<file path="config.mk">
export PLATFORM = sky130hd
export DESIGN_NAME = maze_map_buffer
export DESIGN_NICKNAME = d
export VERILOG_FILES = /design/src/rtl/maze_map_buffer.sv
export SDC_FILE = /design/constraint.sdc
export NUM_CORES = 1
export LEC_CHECK = 0
export CAP_MARGIN = 0
export CORE_MARGIN = 1.5
export CORE_UTILIZATION = 44
export CTS_BUF_LIST = sky130_fd_sc_hd__clkbuf_16
export DETAILED_ROUTE_END_ITERATION = 7
export PLACE_DENSITY = 0.6
export SYNTH_ARGS = -nofsm -noshare
export SYNTH_HDL_FRONTEND = slang
export SYNTH_SLANG_ARGS = --single-unit
</file>
<file path="constraint.sdc">
create_clock -name CLOCK -period 2 [get_ports CLOCK]
set_clock_uncertainty 0.15 [all_clocks]
set_input_delay 0.4 -clock CLOCK [delete_from_list [all_inputs] [get_ports CLOCK]]
set_output_delay 0.4 -clock CLOCK [all_outputs]
set_load 0.005 [all_outputs]
</file>
<file path="src/rtl/maze_map_buffer.sv">
// rtl/maze_map_buffer.sv - double-buffered maze cell map with frame-synchronous publish
// Writes land in a shadow map; a COMMIT publishes the whole shadow to the display map at the next FRAME_START.
module maze_map_buffer #(
  parameter int                ROWS       = 5,
  parameter int                COLS       = 4,
  parameter int                CELL_W     = 8,
  parameter logic [CELL_W-1:0] RESET_CELL = 8'h0F,
  parameter int                HEARTBEAT  = 25000000,
  localparam int               RW         = (ROWS > 1) ? $clog2(ROWS) : 1,
  localparam int               CW         = (COLS > 1) ? $clog2(COLS) : 1
) (
  input  logic              CLOCK,
  input  logic              RESET,
  input  logic              WR_VALID,
  output logic              WR_READY,
  input  logic [RW-1:0]     WR_ROW,
  input  logic [CW-1:0]     WR_COL,
  input  logic [CELL_W-1:0] WR_DATA,
  input  logic              COMMIT,
  input  logic              FRAME_START,
  input  logic [RW-1:0]     RD_ROW,
  input  logic [CW-1:0]     RD_COL,
  output logic [CELL_W-1:0] RD_DATA,
  output logic              PENDING,
  output logic [7:0]        FRAME_CNT,
  output logic              ERR_ADDR,
  output logic              LED_HB
);

  localparam int HB_W = (HEARTBEAT > 1) ? $clog2(HEARTBEAT) : 1;

  typedef enum logic [1:0] {
    S_IDLE = 2'd0,
    S_PEND = 2'd1,
    S_COPY = 2'd2
  } state_t;

  state_t            state_q, state_d;
  logic              wr_ready_q, wr_ready_d;
  logic              pending_q, pending_d;
  logic [7:0]        frame_cnt_q, frame_cnt_d;
  logic              err_addr_q, err_addr_d;
  logic              led_hb_q, led_hb_d;
  logic [HB_W-1:0]   hb_cnt_q, hb_cnt_d;
  logic [CELL_W-1:0] rd_data_q, rd_data_d;
  logic [CELL_W-1:0] shadow_q [ROWS][COLS];
  logic [CELL_W-1:0] shadow_d [ROWS][COLS];
  logic [CELL_W-1:0] active_q [ROWS][COLS];
  logic [CELL_W-1:0] active_d [ROWS][COLS];

  logic wr_fire;
  logic wr_in_range;
  logic rd_in_range;

  always_comb begin
    state_d     = state_q;
    shadow_d    = shadow_q;
    active_d    = active_q;
    frame_cnt_d = frame_cnt_q;
    err_addr_d  = err_addr_q;
    rd_data_d   = RESET_CELL;
    hb_cnt_d    = hb_cnt_q + HB_W'(1);
    led_hb_d    = led_hb_q;

    wr_fire     = WR_VALID && wr_ready_q;
    wr_in_range = (int'(WR_ROW) < ROWS) && (int'(WR_COL) < COLS);
    rd_in_range = (int'(RD_ROW) < ROWS) && (int'(RD_COL) < COLS);

    // Ready is only high in IDLE, so a handshake can never race the copy.
    if (wr_fire) begin
      if (wr_in_range) begin
        shadow_d[WR_ROW][WR_COL] = WR_DATA;
      end else begin
        err_addr_d = 1'b1;
      end
    end

    case (state_q)
      S_IDLE: if (COMMIT) state_d = S_PEND;
      S_PEND: if (FRAME_START) state_d = S_COPY;
      S_COPY: begin
        active_d    = shadow_q;
        frame_cnt_d = frame_cnt_q + 8'd1;
        state_d     = S_IDLE;
      end
      default: state_d = S_IDLE;
    endcase

    wr_ready_d = (state_d == S_IDLE);
    pending_d  = (state_d != S_IDLE);

    // Read samples the pre-edge active map, so a read during COPY sees old data.
    if (rd_in_range) begin
      rd_data_d = active_q[RD_ROW][RD_COL];
    end

    if (hb_cnt_q == HB_W'(HEARTBEAT - 1)) begin
      hb_cnt_d = '0;
      led_hb_d = ~led_hb_q;
    end
  end

  always_ff @(posedge CLOCK) begin
    if (RESET) begin
      state_q     <= S_IDLE;
      wr_ready_q  <= 1'b1;
      pending_q   <= 1'b0;
      frame_cnt_q <= 8'd0;
      err_addr_q  <= 1'b0;
      led_hb_q    <= 1'b0;
      hb_cnt_q    <= '0;
      rd_data_q   <= RESET_CELL;
      for (int r = 0; r < ROWS; r++) begin
        for (int c = 0; c < COLS; c++) begin
          shadow_q[r][c] <= RESET_CELL;
          active_q[r][c] <= RESET_CELL;
        end
      end
    end else begin
      state_q     <= state_d;
      wr_ready_q  <= wr_ready_d;
      pending_q   <= pending_d;
      frame_cnt_q <= frame_cnt_d;
      err_addr_q  <= err_addr_d;
      led_hb_q    <= led_hb_d;
      hb_cnt_q    <= hb_cnt_d;
      rd_data_q   <= rd_data_d;
      shadow_q    <= shadow_d;
      active_q    <= active_d;
    end
  end

  assign WR_READY  = wr_ready_q;
  assign PENDING   = pending_q;
  assign FRAME_CNT = frame_cnt_q;
  assign ERR_ADDR  = err_addr_q;
  assign LED_HB    = led_hb_q;
  assign RD_DATA   = rd_data_q;

endmodule
</file>
==> flow_summary.html, run 1 <==
<table>
<tr><th>Metric</th><th>Value</th></tr>
<tr><th colspan="2">Setup path</th></tr>
<tr><td>Max FO, Critical Path</td><td>1</td></tr>
<tr><td>Delay of the slowest cell on the worst path</td><td>around 520 ps</td></tr>
<tr><td>Critical Path AT</td><td>1410 ps</td></tr>
<tr><td>Endpoint required time on the critical path</td><td>1450 ps</td></tr>
<tr><td>CP endpoint kind</td><td>primary output</td></tr>
<tr><td>CP Buf/Inv Count</td><td>1</td></tr>
<tr><td>WS Path Type</td><td>register to primary output</td></tr>
<tr><td>Cell class contributing the biggest share of worst-path delay</td><td>buffers and inverters</td></tr>
<tr><td>Critical path launch point type</td><td>register</td></tr>
<tr><td>Critical path's slowest cell</td><td>clkdlybuf4s50_1</td></tr>
<tr><td>Crit-path cells</td><td>clkdlybuf4s50_1</td></tr>
<tr><th colspan="2">Pwr</th></tr>
<tr><td>Comb pwr share</td><td>6.2%</td></tr>
<tr><td>Lkg Pwr</td><td>~7.0 nW</td></tr>
<tr><td>Part of the power in the clock network</td><td>46.6%</td></tr>
<tr><td>Internal power consumption</td><td>12.3 mW</td></tr>
<tr><td>Switching share of power</td><td>a little under a quarter</td></tr>
<tr><td>Power per cell area</td><td>roughly 900 nW/um2</td></tr>
<tr><td>Net switching power figure</td><td>approximately 3.6 mW</td></tr>
<tr><td>Share of total power in sequential cells</td><td>a little under half</td></tr>
<tr><td>Worst ir drop on vdd</td><td>0.558 mV</td></tr>
<tr><th colspan="2">Floorplanning</th></tr>
<tr><td>Effective utilization at floorplan</td><td>45.0%</td></tr>
<tr><td>Die outline height</td><td>~190 um</td></tr>
<tr><td>Top-level I/O count</td><td>43</td></tr>
<tr><td>Placeable core region</td><td>~33,000 um2</td></tr>
<tr><td>Horizontal die dimension</td><td>about 190 um</td></tr>
<tr><td>Die area</td><td>about 35,000 um2</td></tr>
<tr><td>Cell Rows</td><td>66</td></tr>
<tr><th colspan="2">Placed design</th></tr>
<tr><td>Detailed placer's ending HPWL</td><td>between 20,000 and 25,000 um</td></tr>
<tr><td>Port bufs</td><td>between 40 and 50</td></tr>
<tr><td>Post-DP Area</td><td>between 15,000 and 20,000 um2</td></tr>
<tr><td>Global placer's final weighted congestion</td><td>about 0.8</td></tr>
<tr><th colspan="2">GRT</th></tr>
<tr><td>First-pass GRT wire length</td><td>about 60,000 um</td></tr>
<tr><td>Tot GR Track Use</td><td>between 20% and 30%</td></tr>
<tr><td>Vias in the first global route</td><td>around 11,000</td></tr>
<tr><td>Global route overflow</td><td>0</td></tr>
<tr><td>Number of antenna violations at the first check in global routing</td><td>0</td></tr>
<tr><td>Maximum number of pins on one net before global-route repair</td><td>90</td></tr>
<tr><th colspan="2">Synth</th></tr>
<tr><td>Top flip-flop cell by instance count after synthesis</td><td>dfxtp_1</td></tr>
<tr><td>Leading post-synthesis cells by instance count</td><td>367 x dfxtp_1, 298 x nand2_1, 167 x nor2_1, 131 x mux2i_1, 106 x clkbuf_1</td></tr>
<tr><td>Most area-consuming cells after synthesis</td><td>dfxtp_1 50%, mux2i_1 8.9%, nand2_1 7.6%</td></tr>
<tr><td>Largest area contributor in the netlist</td><td>dfxtp_1</td></tr>
<tr><td>Synthesis Warnings</td><td>0</td></tr>
<tr><td>Asr flop ratio synth</td><td>0%</td></tr>
<tr><td>Average size of a mapped cell</td><td>approximately 8.9 um2</td></tr>
<tr><td>Synthesized flop and latch total</td><td>367</td></tr>
<tr><td>Net count of the mapped netlist</td><td>between 1,500 and 2,000</td></tr>
<tr><td>Most instantiated library cell after synthesis</td><td>dfxtp_1</td></tr>
<tr><td>Synthesized area</td><td>~15,000 um2</td></tr>
<tr><td>Top cell type's share of synthesized area</td><td>49.9%</td></tr>
<tr><td>Number of flops mapped to enable cells by yosys</td><td>0</td></tr>
<tr><td>Number of distinct standard cells referenced by the synthesized netlist</td><td>50</td></tr>
<tr><td>Synthesized netlist cell count</td><td>around 1,600</td></tr>
<tr><td>Register area share after synthesis</td><td>between 40% and 50%</td></tr>
<tr><th colspan="2">Status</th></tr>
<tr><td>Status</td><td>finished, final reports clean</td></tr>
<tr><th colspan="2">CTS</th></tr>
<tr><td>CTS H-Tree Depth</td><td>2</td></tr>
<tr><td>Inserted Clock Buffers</td><td>40</td></tr>
<tr><td>Clock transition at the register clock pins on the worst setup and hold paths after CTS</td><td>around 60 ps</td></tr>
<tr><td>CTS tree</td><td>yes</td></tr>
<tr><td>Sink Count</td><td>between 300 and 400</td></tr>
<tr><td>Clk_lat worst skew</td><td>~530 ps</td></tr>
<tr><td>Clock Tree Buf Depth</td><td>3</td></tr>
<tr><td>Cell at the root of the clock tree</td><td>clkbuf_16</td></tr>
<tr><td>Postcts setup bufs</td><td>0</td></tr>
<tr><th colspan="2">Cells and area</th></tr>
<tr><td>Area growth syn-to-layout</td><td>20.5%</td></tr>
<tr><td>Proportion of layout cells with a drive suffix above 1</td><td>about 11%</td></tr>
<tr><td>Count of filler cells inserted in the layout</td><td>between 2,000 and 3,000</td></tr>
<tr><td>Fin nets</td><td>roughly 1,700</td></tr>
<tr><td>Fin area</td><td>around 18,000 um2</td></tr>
<tr><td>Antenna Diode Count</td><td>0</td></tr>
<tr><th colspan="2">Routing</th></tr>
<tr><td>Total number of vias</td><td>11,600</td></tr>
<tr><td>Post-detailed-route count of antenna-violating nets</td><td>0</td></tr>
<tr><td>Wirelength per Cell</td><td>approximately 17 um</td></tr>
<tr><td>Residual DRC</td><td>0</td></tr>
<tr><td>DRT Pass-1 Iters</td><td>5</td></tr>
<tr><td>WL final</td><td>around 37,000 um</td></tr>
<tr><td>Average vias per placed instance</td><td>around 5.4</td></tr>
<tr><td>Number of design-rule violations left by the first detailed-router iteration</td><td>approximately 950</td></tr>
<tr><th colspan="2">STA</th></tr>
<tr><td>RSZ-0062 raised after global routing</td><td>no</td></tr>
<tr><td>Worst-Margin Slew</td><td>between 300 and 400 ps</td></tr>
<tr><td>Share of the cycle needed by the critical path after routing</td><td>97.8%</td></tr>
<tr><td>Worst slew margin relative to its limit</td><td>about 75%</td></tr>
<tr><td>Pins Over Slew Limit</td><td>0</td></tr>
<tr><td>Hold Slack</td><td>291 ps</td></tr>
<tr><td>Final number of hold-violating endpoints</td><td>0</td></tr>
<tr><td>Final setup violation count</td><td>0</td></tr>
<tr><td>FMAX</td><td>slightly above 500 MHz</td></tr>
<tr><td>Final critical-path required period</td><td>1960 ps</td></tr>
<tr><th colspan="2">Hold path</th></tr>
<tr><td>HP Class</td><td>register to register</td></tr>
<tr><th colspan="2">Flow run</th></tr>
<tr><td>Reported max-cap violation count</td><td>0</td></tr>
</table>
## stage by stage
step	power, mW	util [%]	setup TNS [ps]	instances	setup slack (ps)
after floorplan	8.18	-	0	1646	49.7
after CTS	16.0	54.1	0	2148	1.31
final	15.9	54.2	0	2148	43.3
after detailed placement	8.62	50.1	-39810	2076	-347
after global placement	8.61	50.1	-40980	2076	-356
after global routing	16.4	54.2	0	2148	1.23
## placed cells by master (no fill, tap or decap), types with 6 or more instances in the layout
cell type	synthesis	final
clkdlybuf4s50_1	0	39
nor2b_1	40	39
inv_1	33	40
a211o_1	96	96
nor2_1	167	167
mux2i_1	131	131
xor2_1	14	14
and3_1	7	7
clkinv_1	1	10
clkbuf_16	0	42
a21oi_1	96	96
o21ai_0	37	37
nor3_2	0	6
nand3b_1	64	64
or3_1	7	7
o32ai_1	23	23
nand3_1	18	17
nand2_1	298	298
dfxtp_2	0	8
a22oi_1	9	9
o22ai_1	11	11
buf_4	4	48
dfxtp_1	367	358
buf_12	0	43
nand4_1	14	14
## layer usage
layer	track usage, %	wire length (um)
met4	5.19	588
met2	35.1	16800
met3	3.25	1750
met5	0	0
met1	31.3	18100
## power by group through the flow
| stage | registers [mW] | logic (mW) | clock network, mW |
|---|---|---|---|
| after floorplan | 7.62 | 0.562 | 0 |
| after global placement | 7.64 | 0.975 | 0 |
| after detailed placement | 7.64 | 0.982 | 0 |
| after CTS | 7.48 | 0.988 | 7.53 |
| after global routing | 7.49 | 1.07 | 7.87 |
| final | 7.48 | 0.987 | 7.39 |
## cell type report
| class | count | area (um2) | area share (%) |
|---|---|---|---|
| clock buffer | 42 | 1050 | 5.93 |
| multi-input combinational | 1101 | 6720 | 37.9 |
| tap | 442 | 553 | 3.12 |
| timing repair buffer | 133 | 1650 | 9.30 |
| clock inverter | 29 | 269 | 1.52 |
| sequential | 367 | 7360 | 41.5 |
| inverter | 34 | 128 | 0.720 |
## registers in the layout (all words and copies together) (netlist names)
| register | flops |
|---|---|
| PENDING | 1 |
| shadow_q | 160 |
| active_q | 160 |
| RD_DATA | 8 |
| hb_cnt_q | 25 |
| ERR_ADDR | 1 |
| LED_HB | 1 |
| WR_READY | 1 |
| FRAME_CNT | 8 |
| state_q | 2 |
## kinds of logic (layout without fill, tap and decap cells)
kind of cell	Yosys count	count (layout)	share of synthesized area, %
simple gates	651	651	20.5
flops	367	367	49.9
compound gates	290	290	13.6
buf+inv	178	238	4.80
mux	140	140	9.91
xor+xnor	18	18	1.07
fa+ha+maj	2	2	0.170
## path summary, 6_finish.rpt
path	to	from	depth (start not counted)	slack, ps
worst max-delay path	RD_DATA[2]	RD_DATA[2]$_SDFF_PP1_	1	40
worst max register to register	hb_cnt_q[24]$_SDFF_PP0_	hb_cnt_q[3]$_SDFF_PP0_	4	120
worst min register to register	hb_cnt_q[0]$_SDFF_PP0_	hb_cnt_q[0]$_SDFF_PP0_	1	290
worst min-delay path	hb_cnt_q[0]$_SDFF_PP0_	hb_cnt_q[0]$_SDFF_PP0_	1	290
## timing repair
action | in CTS | in global routing
endpoints found under the hold margin | 9 | 0
setup endpoints to repair | 5 | 11
gates resized for setup | 5 | 10
hold buffers | 1 | 0
Note: power is estimated with default switching activity, not from simulation.
==> inputs of run 2 (changes only) <==
--- a/config.mk
+++ b/config.mk
@@ -6,11 +6,10 @@
 export NUM_CORES = 1
 export LEC_CHECK = 0
 export CAP_MARGIN = 0
-export CORE_MARGIN = 1.5
-export CORE_UTILIZATION = 44
+export CORE_UTILIZATION = 55
 export CTS_BUF_LIST = sky130_fd_sc_hd__clkbuf_16
 export DETAILED_ROUTE_END_ITERATION = 7
-export PLACE_DENSITY = 0.6
+export PLACE_DENSITY = 0.72
 export SYNTH_ARGS = -nofsm -noshare
 export SYNTH_HDL_FRONTEND = slang
 export SYNTH_SLANG_ARGS = --single-unit
==> run 2 against run 1 <==
- the flow now finishes with violations (DRC)
- via count rose by 1.1%
- cell area fell by 1.4%
- fmax fell by 0.25%
- largest power group unchanged
==> flow_summary.html, run 2 (same netlist as run 1, synthesis figures left out) <==
<table>
<tr><th>Metric</th><th>Value</th></tr>
<tr><th colspan="2">Cells and area</th></tr>
<tr><td>Cell Count, Final, Fillers Out</td><td>approximately 2,000</td></tr>
<tr><td>Fin nets</td><td>1,699</td></tr>
<tr><td>Area growth syn-to-layout</td><td>18.8%</td></tr>
<tr><td>Fin area</td><td>17,500 um2</td></tr>
<tr><td>Most frequent cells in the layout</td><td>360 x dfxtp_1, 298 x nand2_1, 167 x nor2_1</td></tr>
<tr><td>Proportion of layout cells with a drive suffix above 1</td><td>about a tenth</td></tr>
<tr><td>Commonest non-fill, non-tap cell in the layout</td><td>dfxtp_1</td></tr>
<tr><td>Antenna Diode Count</td><td>0</td></tr>
<tr><td>Leading registers by flop count</td><td>active_q x160, shadow_q x160, hb_cnt_q x25</td></tr>
<tr><th colspan="2">Setup path</th></tr>
<tr><td>CP endpoint kind</td><td>primary output</td></tr>
<tr><td>Worst R2R Path Depth</td><td>4</td></tr>
<tr><td>WS Path Type</td><td>register to primary output</td></tr>
<tr><td>Critical path's slowest cell</td><td>clkdlybuf4s50_1</td></tr>
<tr><td>CP Buf/Inv Count</td><td>1</td></tr>
<tr><td>Delay of the slowest cell on the worst path</td><td>roughly 530 ps</td></tr>
<tr><td>Critical Path AT</td><td>between 1000 and 1500 ps</td></tr>
<tr><td>Number of logic stages on the critical path including buffering</td><td>1</td></tr>
<tr><td>Endpoint required time on the critical path</td><td>about 1500 ps</td></tr>
<tr><td>Reg2reg setup slack</td><td>approximately 120 ps</td></tr>
<tr><td>Critical path launch point type</td><td>register</td></tr>
<tr><td>Crit-path cells</td><td>clkdlybuf4s50_1</td></tr>
<tr><td>Max FO, Critical Path</td><td>4</td></tr>
<tr><td>Cell class contributing the biggest share of worst-path delay</td><td>buffers and inverters</td></tr>
<tr><th colspan="2">Hold path</th></tr>
<tr><td>HP Class</td><td>input pin to register</td></tr>
<tr><td>Number of instances on the worst hold path</td><td>2</td></tr>
<tr><th colspan="2">CTS</th></tr>
<tr><td>CTS H-Tree Depth</td><td>2</td></tr>
<tr><td>CTS tree</td><td>yes</td></tr>
<tr><td>Clock Tree Buf Depth</td><td>3</td></tr>
<tr><td>Clk_lat worst skew</td><td>520 ps</td></tr>
<tr><td>Cell at the root of the clock tree</td><td>clkbuf_16</td></tr>
<tr><td>Sink Count</td><td>367</td></tr>
<tr><td>Hold_buf cts</td><td>0</td></tr>
<tr><td>Clock transition at the register clock pins on the worst setup and hold paths after CTS</td><td>roughly 60 ps</td></tr>
<tr><td>Postcts setup bufs</td><td>0</td></tr>
<tr><td>Inserted Clock Buffers</td><td>38</td></tr>
<tr><th colspan="2">Floorplanning</th></tr>
<tr><td>Cell Rows</td><td>roughly 60</td></tr>
<tr><td>Horizontal die dimension</td><td>between 150 and 200 um</td></tr>
<tr><td>Top-level I/O count</td><td>43</td></tr>
<tr><td>Die area</td><td>roughly 27,000 um2</td></tr>
<tr><td>Die outline height</td><td>166 um</td></tr>
<tr><td>Placeable core region</td><td>roughly 26,000 um2</td></tr>
<tr><td>Effective utilization at floorplan</td><td>56.3%</td></tr>
<tr><th colspan="2">Pwr</th></tr>
<tr><td>Net switching power figure</td><td>around 3.5 mW</td></tr>
<tr><td>Share of total power in sequential cells</td><td>between 40% and 50%</td></tr>
<tr><td>Worst ir drop on vdd</td><td>0.514 mV</td></tr>
<tr><td>Part of the power in the clock network</td><td>a little under half</td></tr>
<tr><td>Comb pwr share</td><td>~6.2%</td></tr>
<tr><td>Internal power consumption</td><td>12.2 mW</td></tr>
<tr><td>Switching share of power</td><td>roughly 22%</td></tr>
<tr><td>Lkg Pwr</td><td>7.00 nW</td></tr>
<tr><td>Power per cell area</td><td>~890 nW/um2</td></tr>
<tr><th colspan="2">Routing</th></tr>
<tr><td>Number of design-rule violations left by the first detailed-router iteration</td><td>927</td></tr>
<tr><td>Residual DRC</td><td>12</td></tr>
<tr><td>Average vias per placed instance</td><td>5.74</td></tr>
<tr><td>Post-detailed-route count of antenna-violating nets</td><td>0</td></tr>
<tr><td>DRT Pass-1 Iters</td><td>7</td></tr>
<tr><td>Total number of vias</td><td>11,700</td></tr>
<tr><td>Wirelength per Cell</td><td>between 15 and 20 um</td></tr>
<tr><td>WL final</td><td>approximately 36,000 um</td></tr>
<tr><th colspan="2">STA</th></tr>
<tr><td>Setup tns final</td><td>0 ps</td></tr>
<tr><td>Final critical-path required period</td><td>just under 2000 ps</td></tr>
<tr><td>Share of the cycle needed by the critical path after routing</td><td>between 90 and 100%</td></tr>
<tr><td>RSZ-0062 raised after global routing</td><td>no</td></tr>
<tr><td>Hold Slack</td><td>approximately 48 ps</td></tr>
<tr><td>Pins Over Slew Limit</td><td>0</td></tr>
<tr><td>Final number of hold-violating endpoints</td><td>0</td></tr>
<tr><td>Worst slew margin relative to its limit</td><td>a little under 70%</td></tr>
<tr><td>Worst-Margin Slew</td><td>about 480 ps</td></tr>
<tr><td>Final setup violation count</td><td>0</td></tr>
<tr><td>FMAX</td><td>slightly above 500 MHz</td></tr>
<tr><th colspan="2">Placed design</th></tr>
<tr><td>Global placer's final weighted congestion</td><td>~0.83</td></tr>
<tr><td>Port bufs</td><td>between 40 and 50</td></tr>
<tr><td>Placed instance count</td><td>slightly below 2,000</td></tr>
<tr><td>Post-DP Area</td><td>approximately 16,000 um2</td></tr>
<tr><td>Detailed placer's ending HPWL</td><td>~22,000 um</td></tr>
<tr><th colspan="2">Status</th></tr>
<tr><td>Status</td><td>finished, violations left</td></tr>
<tr><td>Violated checks</td><td>DRC</td></tr>
<tr><th colspan="2">GRT</th></tr>
<tr><td>Tot GR Track Use</td><td>roughly 27%</td></tr>
<tr><td>Vias in the first global route</td><td>11,000</td></tr>
<tr><td>Maximum number of pins on one net before global-route repair</td><td>between 90 and 100</td></tr>
<tr><td>First-pass GRT wire length</td><td>between 50,000 and 60,000 um</td></tr>
<tr><td>Number of antenna violations at the first check in global routing</td><td>0</td></tr>
<tr><td>Global route overflow</td><td>0</td></tr>
<tr><th colspan="2">Flow run</th></tr>
<tr><td>Reported max-cap violation count</td><td>0</td></tr>
</table>
==> run 2: layout make-up <==
type	count	area [um2]
clock buffers	41	1030
clock inverters	27	251
fillers	2123	8650
inverters	34	128
multi-input cells	1101	6710
flip-flops and latches	367	7360
well taps	335	419
repair buffers	132	1590
==> run 2: metal layers <==
layer	global-route usage [%]	share of wire (%)
met3	3.50	4.9
met4	6.78	1.6
met1	37.1	47
met5	0	0
met2	44.0	47
==> run 2: per-stage QoR <==
stage | util [%] | total power [mW] | worst slack, ps
after CTS | 66.8 | 15.7 | 0.191
after floorplan | - | 8.18 | 49.7
after detailed placement | 61.9 | 8.60 | -322
after global placement | 61.9 | 8.59 | -299
final | 66.9 | 15.6 | 38.3
after global routing | 66.9 | 16.2 | 3.14
==> run 2: worst register-to-register path, cell delays in order, from the launching register on <==
cell and delay (ps):
dfxtp_1 380, and4_2 290, nand4_1 170, or4b_2 670, a21oi_1 150
==> run 2: final timing paths <==
kind | startpoint | to
worst max-delay path | FRAME_CNT[1]$_SDFFE_PP0N_ | FRAME_CNT[1]
worst min-delay path | RESET | LED_HB$_SDFFE_PP0N_
worst max register to register | hb_cnt_q[9]$_SDFF_PP0_ | hb_cnt_q[24]$_SDFF_PP0_
worst min register to register | shadow_q[29]$_SDFFE_PP0P_ | active_q[29]$_SDFFE_PP0N_
==> run 2: timing repair <==
item,4_1_cts,5_1_grt
resized for setup,3,8
setup endpoints to repair,3,10
endpoints found under the hold margin,0,0
==> run 2: power by group through the flow <==
stage	clock network, mW	logic [mW]	registers (mW)
6_report	7.19	0.973	7.48
5_1_grt	7.62	1.05	7.49
4_1_cts	7.29	0.970	7.48
3_5_place_dp	0	0.963	7.64
3_3_place_gp	0	0.950	7.64
2_1_floorplan	0	0.562	7.62
==> inputs of run 3 (changes only) <==
--- a/config.mk
+++ b/config.mk
@@ -9,6 +9,7 @@
 export CORE_UTILIZATION = 55
 export CTS_BUF_LIST = sky130_fd_sc_hd__clkbuf_16
 export DETAILED_ROUTE_END_ITERATION = 7
+export HOLD_SLACK_MARGIN = 0.1
 export PLACE_DENSITY = 0.72
 export SYNTH_ARGS = -nofsm -noshare
 export SYNTH_HDL_FRONTEND = slang
==> run 3 against run 2 <==
- the flow still finishes with violations (DRC)
- register-to-register slack about the same
- final cell count about the same
- power is essentially flat
- via count rose by 0.26%
- utilization is essentially flat
- worst hold slack better by 250 ps
- largest cell class unchanged
- largest power group unchanged
- highest routed layer unchanged
==> flow_summary.html, run 3 (same netlist as run 1, synthesis figures left out) <==
<table>
<tr><th>Metric</th><th>Value</th></tr>
<tr><th colspan="2">GRT</th></tr>
<tr><td>Maximum number of pins on one net before global-route repair</td><td>94</td></tr>
<tr><td>Tot GR Track Use</td><td>26.8%</td></tr>
<tr><td>Number of antenna violations at the first check in global routing</td><td>0</td></tr>
<tr><td>First-pass GRT wire length</td><td>around 58,000 um</td></tr>
<tr><td>Global route overflow</td><td>0</td></tr>
<tr><td>Vias in the first global route</td><td>roughly 11,000</td></tr>
<tr><th colspan="2">Floorplanning</th></tr>
<tr><td>Cell Rows</td><td>between 50 and 60</td></tr>
<tr><td>Die area</td><td>between 20,000 and 30,000 um2</td></tr>
<tr><td>Horizontal die dimension</td><td>between 150 and 200 um</td></tr>
<tr><td>Placeable core region</td><td>roughly 26,000 um2</td></tr>
<tr><td>Top-level I/O count</td><td>between 40 and 50</td></tr>
<tr><td>Effective utilization at floorplan</td><td>around 56%</td></tr>
<tr><td>Die outline height</td><td>166 um</td></tr>
<tr><th colspan="2">Setup path</th></tr>
<tr><td>Delay of the slowest cell on the worst path</td><td>approximately 530 ps</td></tr>
<tr><td>Critical Path AT</td><td>1410 ps</td></tr>
<tr><td>CP Buf/Inv Count</td><td>1</td></tr>
<tr><td>Cell class contributing the biggest share of worst-path delay</td><td>buffers and inverters</td></tr>
<tr><td>WS Path Type</td><td>register to primary output</td></tr>
<tr><td>Critical Path Sink</td><td>FRAME_CNT[1]</td></tr>
<tr><td>Critical path launch point type</td><td>register</td></tr>
<tr><td>Number of logic stages on the critical path including buffering</td><td>1</td></tr>
<tr><td>Worst R2R Path Depth</td><td>4</td></tr>
<tr><td>Reg2Reg Launch Point</td><td>hb_cnt_q[9]$_SDFF_PP0_</td></tr>
<tr><td>Launch point of the critical path</td><td>FRAME_CNT[1]$_SDFFE_PP0N_</td></tr>
<tr><td>Max FO, Critical Path</td><td>4</td></tr>
<tr><td>Reg2reg setup slack</td><td>approximately 130 ps</td></tr>
<tr><td>Endpoint required time on the critical path</td><td>between 1000 and 1500 ps</td></tr>
<tr><td>End of the worst register-to-register path</td><td>hb_cnt_q[24]$_SDFF_PP0_</td></tr>
<tr><td>Crit-path cells</td><td>clkdlybuf4s50_1</td></tr>
<tr><td>Critical path's slowest cell</td><td>clkdlybuf4s50_1</td></tr>
<tr><td>CP endpoint kind</td><td>primary output</td></tr>
<tr><th colspan="2">Cells and area</th></tr>
<tr><td>Leading registers by flop count</td><td>active_q x160, shadow_q x160, hb_cnt_q x25</td></tr>
<tr><td>Proportion of layout cells with a drive suffix above 1</td><td>10.6%</td></tr>
<tr><td>Fin nets</td><td>1,700</td></tr>
<tr><td>Commonest non-fill, non-tap cell in the layout</td><td>dfxtp_1</td></tr>
<tr><td>Most frequent cells in the layout</td><td>360 x dfxtp_1, 298 x nand2_1, 167 x nor2_1</td></tr>
<tr><td>Final design utilization</td><td>around two thirds</td></tr>
<tr><td>Antenna Diode Count</td><td>0</td></tr>
<tr><td>Area growth syn-to-layout</td><td>18.9%</td></tr>
<tr><th colspan="2">STA</th></tr>
<tr><td>Share of the cycle needed by the critical path after routing</td><td>between 90% and 100%</td></tr>
<tr><td>Final setup violation count</td><td>0</td></tr>
<tr><td>Worst-Margin Slew</td><td>between 400 and 500 ps</td></tr>
<tr><td>Setup slack after layout</td><td>between 40 and 50 ps</td></tr>
<tr><td>Hold Slack</td><td>roughly 300 ps</td></tr>
<tr><td>Worst slew margin relative to its limit</td><td>68.3%</td></tr>
<tr><td>Final critical-path required period</td><td>a little under 2000 ps</td></tr>
<tr><td>RSZ-0062 raised after global routing</td><td>no</td></tr>
<tr><td>FMAX</td><td>just over 500 MHz</td></tr>
<tr><td>Final number of hold-violating endpoints</td><td>0</td></tr>
<tr><td>Pins Over Slew Limit</td><td>0</td></tr>
<tr><td>Setup tns final</td><td>0 ps</td></tr>
<tr><th colspan="2">Routing</th></tr>
<tr><td>Total number of vias</td><td>about 12,000</td></tr>
<tr><td>Wirelength per Cell</td><td>17.6 um</td></tr>
<tr><td>Post-detailed-route count of antenna-violating nets</td><td>0</td></tr>
<tr><td>WL final</td><td>~36,000 um</td></tr>
<tr><td>Number of design-rule violations left by the first detailed-router iteration</td><td>around 900</td></tr>
<tr><td>DRT Pass-1 Iters</td><td>7</td></tr>
<tr><td>Average vias per placed instance</td><td>5.75</td></tr>
<tr><td>Residual DRC</td><td>12</td></tr>
<tr><th colspan="2">Hold path</th></tr>
<tr><td>HP Class</td><td>register to register</td></tr>
<tr><th colspan="2">Pwr</th></tr>
<tr><td>Worst ir drop on vdd</td><td>about 0.51 mV</td></tr>
<tr><td>Lkg Pwr</td><td>approximately 7 nW</td></tr>
<tr><td>Power per cell area</td><td>just under 900 nW/um2</td></tr>
<tr><td>Post-layout total power</td><td>around 16 mW</td></tr>
<tr><th colspan="2">CTS</th></tr>
<tr><td>Clock transition at the register clock pins on the worst setup and hold paths after CTS</td><td>around 60 ps</td></tr>
<tr><td>Postcts setup bufs</td><td>0</td></tr>
<tr><td>Inserted Clock Buffers</td><td>38</td></tr>
<tr><td>CTS tree</td><td>yes</td></tr>
<tr><td>Sink Count</td><td>approximately 370</td></tr>
<tr><td>CTS H-Tree Depth</td><td>2</td></tr>
<tr><td>Clk_lat worst skew</td><td>520 ps</td></tr>
<tr><td>Clock Tree Buf Depth</td><td>3</td></tr>
<tr><td>Cell at the root of the clock tree</td><td>clkbuf_16</td></tr>
<tr><th colspan="2">Status</th></tr>
<tr><td>Violated checks</td><td>DRC</td></tr>
<tr><td>Status</td><td>finished, violations left</td></tr>
<tr><th colspan="2">Placed design</th></tr>
<tr><td>Port bufs</td><td>42</td></tr>
<tr><td>Detailed placer's ending HPWL</td><td>~22,000 um</td></tr>
<tr><td>Global placer's final weighted congestion</td><td>between 0.8 and 0.9</td></tr>
<tr><td>DP Worst Slack</td><td>-322 ps</td></tr>
<tr><th colspan="2">Flow run</th></tr>
<tr><td>Reported max-cap violation count</td><td>0</td></tr>
</table>
## run 3: changes by cell type in the layout (fill, tap and decap cells not counted)
cell / before / now
dlygate4sd3_1: 0 / 1
## run 3: layer usage
metal  GRT usage (%)  routed length, um  share of wire [%]  up-vias
met1            37.1              16800                 47     5624
met3            3.50               1800                5.0       53
li1                -                  -                  -     5702
met5               0                  0                  0        -
met4            6.78                618                1.7        0
met2            44.1              16700                 47      334
## run 3: where the power goes
| part | switching, mW | internal (mW) | total, mW |
|---|---|---|---|
| clock | 2.86 | 4.34 | 7.19 |
| combinational | 0.570 | 0.405 | 0.975 |
| sequential | 0.0594 | 7.42 | 7.48 |
| total | 3.49 | 12.2 | 15.6 |
## run 3: final cells by class
| class | count | area [um2] |
|---|---|---|
| Fill cell | 2122 | 8640 |
| Sequential cell | 367 | 7360 |
| Multi-Input combinational cell | 1101 | 6710 |
| Timing Repair Buffer | 133 | 1600 |
| Clock buffer | 41 | 1030 |
| Tap cell | 335 | 419 |
| Clock inverter | 27 | 251 |
| Inverter | 34 | 128 |
## run 3: worst min path at each step
| stage | start | end | slack [ps] | cells after the start |
|---|---|---|---|---|
| floorplan | hb_cnt_q[0]$_SDFF_PP0_ | hb_cnt_q[0]$_SDFF_PP0_ | 260 | 1 |
| global placement | hb_cnt_q[0]$_SDFF_PP0_ | hb_cnt_q[0]$_SDFF_PP0_ | 280 | 1 |
| detailed placement | hb_cnt_q[0]$_SDFF_PP0_ | hb_cnt_q[0]$_SDFF_PP0_ | 290 | 1 |
| CTS | shadow_q[29]$_SDFFE_PP0P_ | active_q[29]$_SDFFE_PP0N_ | 290 | 2 |
| global route | shadow_q[76]$_SDFFE_PP0P_ | active_q[76]$_SDFFE_PP0N_ | 310 | 2 |
| finish | shadow_q[29]$_SDFFE_PP0P_ | active_q[29]$_SDFFE_PP0N_ | 300 | 2 |
## run 3: what timing repair did
action                                  CTS  global route
endpoints found under the hold margin    16             0
hold buffers                              1             0
resized for setup                         3             8
endpoints found under the setup margin    3            10
pin swaps                                 0             0
## run 3: through the flow
step | std cells | cell area (um2)
2_1_floorplan | 1646 | 14700
3_3_place_gp | 1969 | 16200
3_5_place_dp | 1969 | 16200
4_1_cts | 2038 | 17500
5_1_grt | 2038 | 17500
6_report | 2038 | 17500
